File: config.mk
export PLATFORM = sky130hd
export DESIGN_NAME = rice_core_pipeline_buffer
export DESIGN_NICKNAME = d
export VERILOG_FILES = /design/src/rtl/rice_core_pipeline_buffer.sv
export SDC_FILE = /design/constraint.sdc
export NUM_CORES = 1
export LEC_CHECK = 0
export CELL_PAD_IN_SITES_DETAIL_PLACEMENT = 1
export CELL_PAD_IN_SITES_GLOBAL_PLACEMENT = 1
export CORE_UTILIZATION = 25
export CTS_CLUSTER_DIAMETER = 150
export CTS_CLUSTER_SIZE = 25
export DETAILED_ROUTE_END_ITERATION = 16
export GPL_TIMING_DRIVEN = 0
export HOLD_SLACK_MARGIN = 0.08
export PLACE_DENSITY_LB_ADDON = 0.1
export SYNTH_ARGS = -nofsm -noshare
export SYNTH_HDL_FRONTEND = slang
export SYNTH_SLANG_ARGS = --single-unit
export TNS_END_PERCENT = 5
File: constraint.sdc
create_clock -name i_clk -period 10.3 [get_ports i_clk]
set_input_delay 2.06 -clock i_clk [delete_from_list [all_inputs] [get_ports i_clk]]
set_output_delay 2.06 -clock i_clk [all_outputs]
set_load 0.02 [all_outputs]
File: src/rtl/rice_core_pipeline_buffer.sv
// Valid/ready inter-stage buffer: circular FIFO of DEPTH words with optional
// zero-latency bypass when empty and a flush that discards all content.
module rice_core_pipeline_buffer #(
  parameter int DATA_WIDTH = 32,
  parameter int DEPTH      = 2,
  parameter int BYPASS     = 0
) (
  input  logic                         i_clk,
  input  logic                         i_rst_n,
  input  logic                         i_flush,
  input  logic                         i_valid,
  output logic                         o_ready,
  input  logic [DATA_WIDTH-1:0]        i_data,
  output logic                         o_valid,
  input  logic                         i_ready,
  output logic [DATA_WIDTH-1:0]        o_data,
  output logic [$clog2(DEPTH+1)-1:0]   o_count
);

  localparam int CNT_W = $clog2(DEPTH + 1);
  localparam int PTR_W = (DEPTH > 1) ? $clog2(DEPTH) : 1;
  localparam logic [CNT_W-1:0] DEPTH_C  = CNT_W'(DEPTH);
  localparam logic [PTR_W-1:0] LAST_PTR = PTR_W'(DEPTH - 1);
  localparam logic             BYP      = (BYPASS != 0);

  // Explicit wrap so non-power-of-2 depths work.
  function automatic logic [PTR_W-1:0] ptr_inc(input logic [PTR_W-1:0] p);
    return (p == LAST_PTR) ? '0 : p + PTR_W'(1);
  endfunction

  logic [DATA_WIDTH-1:0] mem_q [DEPTH];
  logic [CNT_W-1:0]      count_q, count_d;
  logic [PTR_W-1:0]      rd_ptr_q, rd_ptr_d;
  logic [PTR_W-1:0]      wr_ptr_q, wr_ptr_d;
  logic                  empty, push, pop, push_st, pop_st;

  always_comb begin
    empty   = (count_q == '0);
    o_ready = (count_q < DEPTH_C);
    o_valid = ~i_flush & (~empty | (BYP & i_valid));
    o_data  = ~empty ? mem_q[rd_ptr_q] : (BYP ? i_data : '0);
    o_count = count_q;
    push    = i_valid & o_ready & ~i_flush;
    pop     = o_valid & i_ready;
    // A pop while empty can only be a bypass beat: it never touches storage.
    push_st = push & ~(empty & pop);
    pop_st  = pop & ~empty;
  end

  always_comb begin
    count_d  = count_q;
    rd_ptr_d = rd_ptr_q;
    wr_ptr_d = wr_ptr_q;
    if (i_flush) begin
      count_d  = '0;
      rd_ptr_d = '0;
      wr_ptr_d = '0;
    end else begin
      if (push_st) wr_ptr_d = ptr_inc(wr_ptr_q);
      if (pop_st)  rd_ptr_d = ptr_inc(rd_ptr_q);
      case ({push_st, pop_st})
        2'b10:   count_d = count_q + CNT_W'(1);
        2'b01:   count_d = count_q - CNT_W'(1);
        default: count_d = count_q;
      endcase
    end
  end

  always_ff @(posedge i_clk or negedge i_rst_n) begin
    if (!i_rst_n) begin
      count_q  <= '0;
      rd_ptr_q <= '0;
      wr_ptr_q <= '0;
    end else begin
      count_q  <= count_d;
      rd_ptr_q <= rd_ptr_d;
      wr_ptr_q <= wr_ptr_d;
    end
  end

  // Storage is data only; its contents are don't-care after reset.
  always_ff @(posedge i_clk) begin
    if (push_st) mem_q[wr_ptr_q] <= i_data;
  end

`ifndef SYNTHESIS
  a_count_bound: assert property (@(posedge i_clk) disable iff (!i_rst_n)
    count_q <= DEPTH_C);
  a_no_push_full: assert property (@(posedge i_clk) disable iff (!i_rst_n)
    !(push_st && (count_q == DEPTH_C)));
  a_hold_stable: assert property (@(posedge i_clk) disable iff (!i_rst_n)
    (o_valid && !i_ready && !empty) |=> (i_flush || (o_valid && $stable(o_data))));
`endif

endmodule
# Word level (Yosys, flattened, before mapping)
# Memories as Yosys holds them, arrays and structs flattened.
# Cells that the tools add are included.
word_totals:
  ff_bits: 4
  ramBits: 64
  inputBits: 37
  output_inout_bits: 36
  elab_cells: 36
  memories: 1
op_classes:
  addsub: 4
  n_lt_le_gt_ge: 1
  eq_ne: 2
  mux: 11
  bitwise: 10
  reduce_logical: 4
mem_list:
  columns: ["name", "depth", "word_bits", "rd", "rd_clocked_by_memory_dff", "write_ports", "line", "source"]
  rows:
  - ["mem_q", 2, 32, 1, 0, 1, "31", "logic [DATA_WIDTH-1:0] mem_q [DEPTH];"]
ops:
  columns: ["op", "count"]
  rows:
  - ["$mux W32", 1]
  - ["$mux W1", 8]
  - ["$and A1 B1 Y1", 7]
  - ["$pmux W2 S2", 1]
  - ["$reduce_bool A2 Y1", 2]
  - ["$not A1 Y1", 3]
  - ["$reduce_bool A3 Y1", 1]
  - ["$add A1 B1 Y1 const B", 2]
  - ["$add A2 B1 Y2 const B", 1]
  - ["$eq A2 B1 Y1 const B", 1]
  - ["$eq A2 B2 Y1 const B", 1]
  - ["$logic_not A2 Y1", 1]
  - ["$lt A2 B2 Y1 const B", 1]
  - ["$mux W2", 1]
  - ["$sub A2 B1 Y2 const B", 1]

# Logic depth before layout (Yosys ltp)
# Gate-level depths: netlist (run 1).
logic_depth:
  ltp_word: 10
  mapped_depth: 4
  mapped_depth_nobuf: 3

# Least setup slack after synthesis (run 1)
# Ideal clock, no wire load.
synth_path:
  path_kind: "input -> register"
  start: "in i_valid"
  end: "mem mem_q[1][0], enable pin"
  setup_ns: 0.468
  t_arrival_ns: 4.573
  required_ns: 9.832
  path_slack_ns: 5.259
  path_stages: 2
  n_path_buf: 0
  cell_sequence: "nand2b_2 -> nor3b_1"
synth_via:
  elab_chain_len: 5
synth_rtl:
  columns: ["item", "line", "source"]
  rows:
  - ["from (decl)", "11", "input logic i_valid,"]
  - ["$and A1 B1 Y1 (2 in a row)", "43", "push = i_valid & o_ready & ~i_flush;"]
  - ["$and A1 B1 Y1", "46", "push_st = push & ~(empty & pop);"]
  - ["$mux W1", "83", "if (push_st) mem_q[wr_ptr_q] <= i_data;"]
  - ["$mux W1 (implied by the code)", "83", null]
  - ["to (decl)", "31", null]
# Every way passes these cells.

# Worst setup path after layout (run 1)
layout_path:
  start: "in i_flush"
  end: "out o_valid"
layout_via:
  elab_chain_len: 2
layout_rtl:
  columns: ["item", "line", "source"]
  rows:
  - ["from (decl)", "10", "input logic i_flush,"]
  - ["$not A1 Y1", "40", "o_valid = ~i_flush & (~empty | (BYP & i_valid));"]
  - ["$and A1 B1 Y1", "40", null]
  - ["to (decl)", "14", "output logic o_valid,"]
# Every way passes these cells.

==> results_dict.tcl, run 1 <==
set metrics [dict create \
    antenna_found_initial 0 \
    path_max_fanout 7 \
    final_max_slew_viol_count 0 \
    crit_type "in2out" \
    io_buffer_count 72 \
    syn_area_sq_um 2630 \
    path_buf_inv 2 \
    clock_skew_ns 0.00494 \
    finalCriticalPeriod_ns 5.44 \
    power_density_nw_per_um2 166 \
    path_common_cell "clkdlybuf4s50_1" \
    setup_viol 0 \
    fill_cells 1089 \
    yosys-top-cells-area "edfxtp_1 73%, mux2i_1 13%, nor2_1 5.1%, dfrtp_1 3.8%, buf_4 1.1%" \
    ant_nets 0 \
    tns_ns 0 \
    grt_pass1_vias 1697 \
    worst_pin_slew_ns 0.500 \
    firstDrtPassIters 4 \
    rows 37 \
    synth.avg_cell_area_sq_um 16.5 \
    cts_num_sinks 68 \
    cpMaxStageDelayCell "clkdlybuf4s50_1" \
    dieHeight_um 104 \
    n_antenna_cell 0 \
    synth_top_area_share_pct 73.2 \
    drt_iter0_markers 51 \
    cp_data_arrival_time_ns 3.38 \
    max_cap_viol_count 0 \
    grt_overflow_total 0 \
    yosysWarnings 0 \
    end_kind "output port" \
    viasPerCell 4.13 \
    cts_tree "built" \
    crit_family "buffers and inverters" \
    cts_buffers 9 \
    wl_per_cell_um 14.1 \
    root_buffer "clkbuf_8" \
    final-hold-violation-count 0 \
    drc 0 \
    dieWidth_um 104 \
    period_share_pct 52.9 \
    clock.fmax_mhz 184 \
    ios 73 \
    synth_cells 159 \
    ir_drop_mv 0.0725 \
    nets 285 \
    yosysTopAreaCell "edfxtp_1" \
    hp-class "reg2reg" \
    syn2layout_area_growth_pct 43.9 \
    start_kind "input port" \
    grt_pass1_wl_mm 8.79 \
    cts_hold_buffers 0 \
    die_area_sq_um 10900 \
    cp.required_ns 8.24 \
    place.gp.congestion 0.668 \
    start_util_pct 25.7 \
    critical_path.cell_chain "clkdlybuf4s50_1 -> nor2_1 -> clkdlybuf4s50_1" \
    drive_gt1_share_pct 11.5 \
    yosysUniqueCellTypes 17 \
    post_cts_buffers 0 \
    ys_seq_area_share_pct 77.0 \
    core_sq_um 10200 \
    htree_levels 3 \
    insertion_delay_ns 0.33 \
    dp_hpwl_mm 3.85 \
    ys_ff_latch 68 \
    wl_mm 5.48 \
    final_util_pct 36.9 \
    rsz0062_at_grt "false" \
    dr_total_vias 1607 \
    grt_max_degree 12 \
    cpPeakStageDelay_ns 0.61 \
    cts_resized 0 \
    slew_headroom_pct 66.5 \
    outcome "finished, final reports clean" \
    clk_path_buf_depth 2 \
    clk_pin_slew_ns 0.07 \
    p_leak_nw 1.26 \
    synth.net_count 196 \
    grtUsageTotal_pct 10.9 \
]
==> through the flow <==
step           hold slack (ns)  area [sq um]  instances  power [mW]  worst slack (ns)
3_3_place_gp             0.539          3520        367       0.424              2.95
6_report                 0.593          3780        389       0.626              4.86
4_1_cts                  0.599          3780        389       0.635              4.83
2_1_floorplan            0.519          2630        159       0.374              5.26
5_1_grt                  0.662          3780        389       0.655              4.81
3_5_place_dp             0.575          3590        373       0.427              4.83
==> cell type report <==
type                       count  area (sq um)  share of cell area (%)
sequential                    68          2020                    53.5
timing repair buffer          78           788                    20.9
multi-input combinational     83           564                    14.9
tap                          136           170                    4.51
clock buffer                  10           128                    3.38
clock inverter                 6          55.1                    1.46
buffer                         7          45.0                    1.19
inverter                       1          3.75                  0.0994
==> per-layer routing <==
layer	wire length, um	GRT usage, %
met1	2260	12.4
met2	2900	18.6
met3	245	3.63
met4	73	4.90
met5	0	0
==> report_power, final <==
group          switching (mW)  leakage [nW]  total, mW  internal (mW)
Combinational          0.0500         0.527     0.0992         0.0492
Clock                  0.0981        0.0911      0.207          0.109
Sequential            0.00350         0.640      0.319          0.315
Total                   0.152          1.26      0.626          0.474
==> worst paths after layout <==
kind | from | endpoint | slack [ns] | cells past startpoint
setup / recovery | i_flush | o_valid | 4.86 | 3
hold / removal | wr_ptr_q$_DFFE_PN0P_ | wr_ptr_q$_DFFE_PN0P_ | 0.59 | 2
setup reg to reg | o_count[1]$_DFFE_PN0P_ | mem_q[1][22]$_DFFE_PP_ | 8.38 | 4
hold reg to reg | wr_ptr_q$_DFFE_PN0P_ | wr_ptr_q$_DFFE_PN0P_ | 0.59 | 2
max in group asynchronous | i_rst_n | wr_ptr_q$_DFFE_PN0P_ | 8.20 | 1
min in group asynchronous | i_rst_n | o_count[0]$_DFFE_PN0P_ | 1.92 | 1
==> cell families (layout without fill, tap and decap cells) <==
logic type | Yosys count | in the layout | synth area share (%)
AND/OR/NAND/NOR | 43 | 43 | 6.82
buffers and inverters | 8 | 102 | 1.86
multiplexers | 33 | 33 | 12.6
XOR/XNOR | 2 | 2 | 0.667
flip-flops | 68 | 68 | 77.0
AO/OA/AOI/OAI | 5 | 5 | 1.05
==> synth_stat cells <==
| master | instances |
|---|---|
| edfxtp_1 | 64 |
| nor2_1 | 36 |
| mux2i_1 | 33 |
| buf_4 | 4 |
| dfrtp_1 | 4 |
| buf_2 | 3 |
| a21oi_1 | 2 |
| nor2b_1 | 2 |
| o21ai_0 | 2 |
| xor2_1 | 2 |
| a21o_1 | 1 |
| inv_1 | 1 |
| nand2_1 | 1 |
| nand2b_1 | 1 |
| nand2b_2 | 1 |
| nor3_1 | 1 |
| nor3b_1 | 1 |
==> state kept, by name (all words and copies together), names as in the netlist <==
signal and count:
wr_ptr_q 1, o_count 2, mem_q 64, rd_ptr_q 1
==> worst min-delay path, cell delays in order (launching register included) <==
cell and delay (ns):
dfrtp_1 0.39, xor2_1 0.08, nor2_1 0.08
==> layout by cell type (no fill, tap or decap), drive strengths merged, types with 2 or more instances in the layout <==
| cell | synthesis | final |
|---|---|---|
| clkdlybuf4s50 | 0 | 72 |
| edfxtp | 64 | 64 |
| nor2 | 36 | 36 |
| mux2i | 33 | 33 |
| buf | 7 | 13 |
| clkbuf | 0 | 10 |
| dfrtp | 4 | 4 |
| clkinv | 0 | 4 |
| nor2b | 2 | 2 |
| a21oi | 2 | 2 |
| o21ai | 2 | 2 |
| xor2 | 2 | 2 |
| nand2b | 2 | 2 |
No activity file was read; power rests on OpenSTA's default activity.
==> run 2, diff against run 1 <==
clock period = 5.5 ns   (was 10.3 ns; I/O delays follow)
==> results of run 2 <==
Same layout as run 1 (identical final DEF). Status: finished, final reports clean.
Main changes from that run: setup slack after placement 4.83 ns -> 1.95 ns; setup slack after layout 4.86 ns -> 1.98 ns; register-to-register setup slack 8.38 ns -> 3.58 ns; total power 0.626 mW -> 1.17 mW; worst IR drop on VDD 0.0725 mV -> 0.136 mV
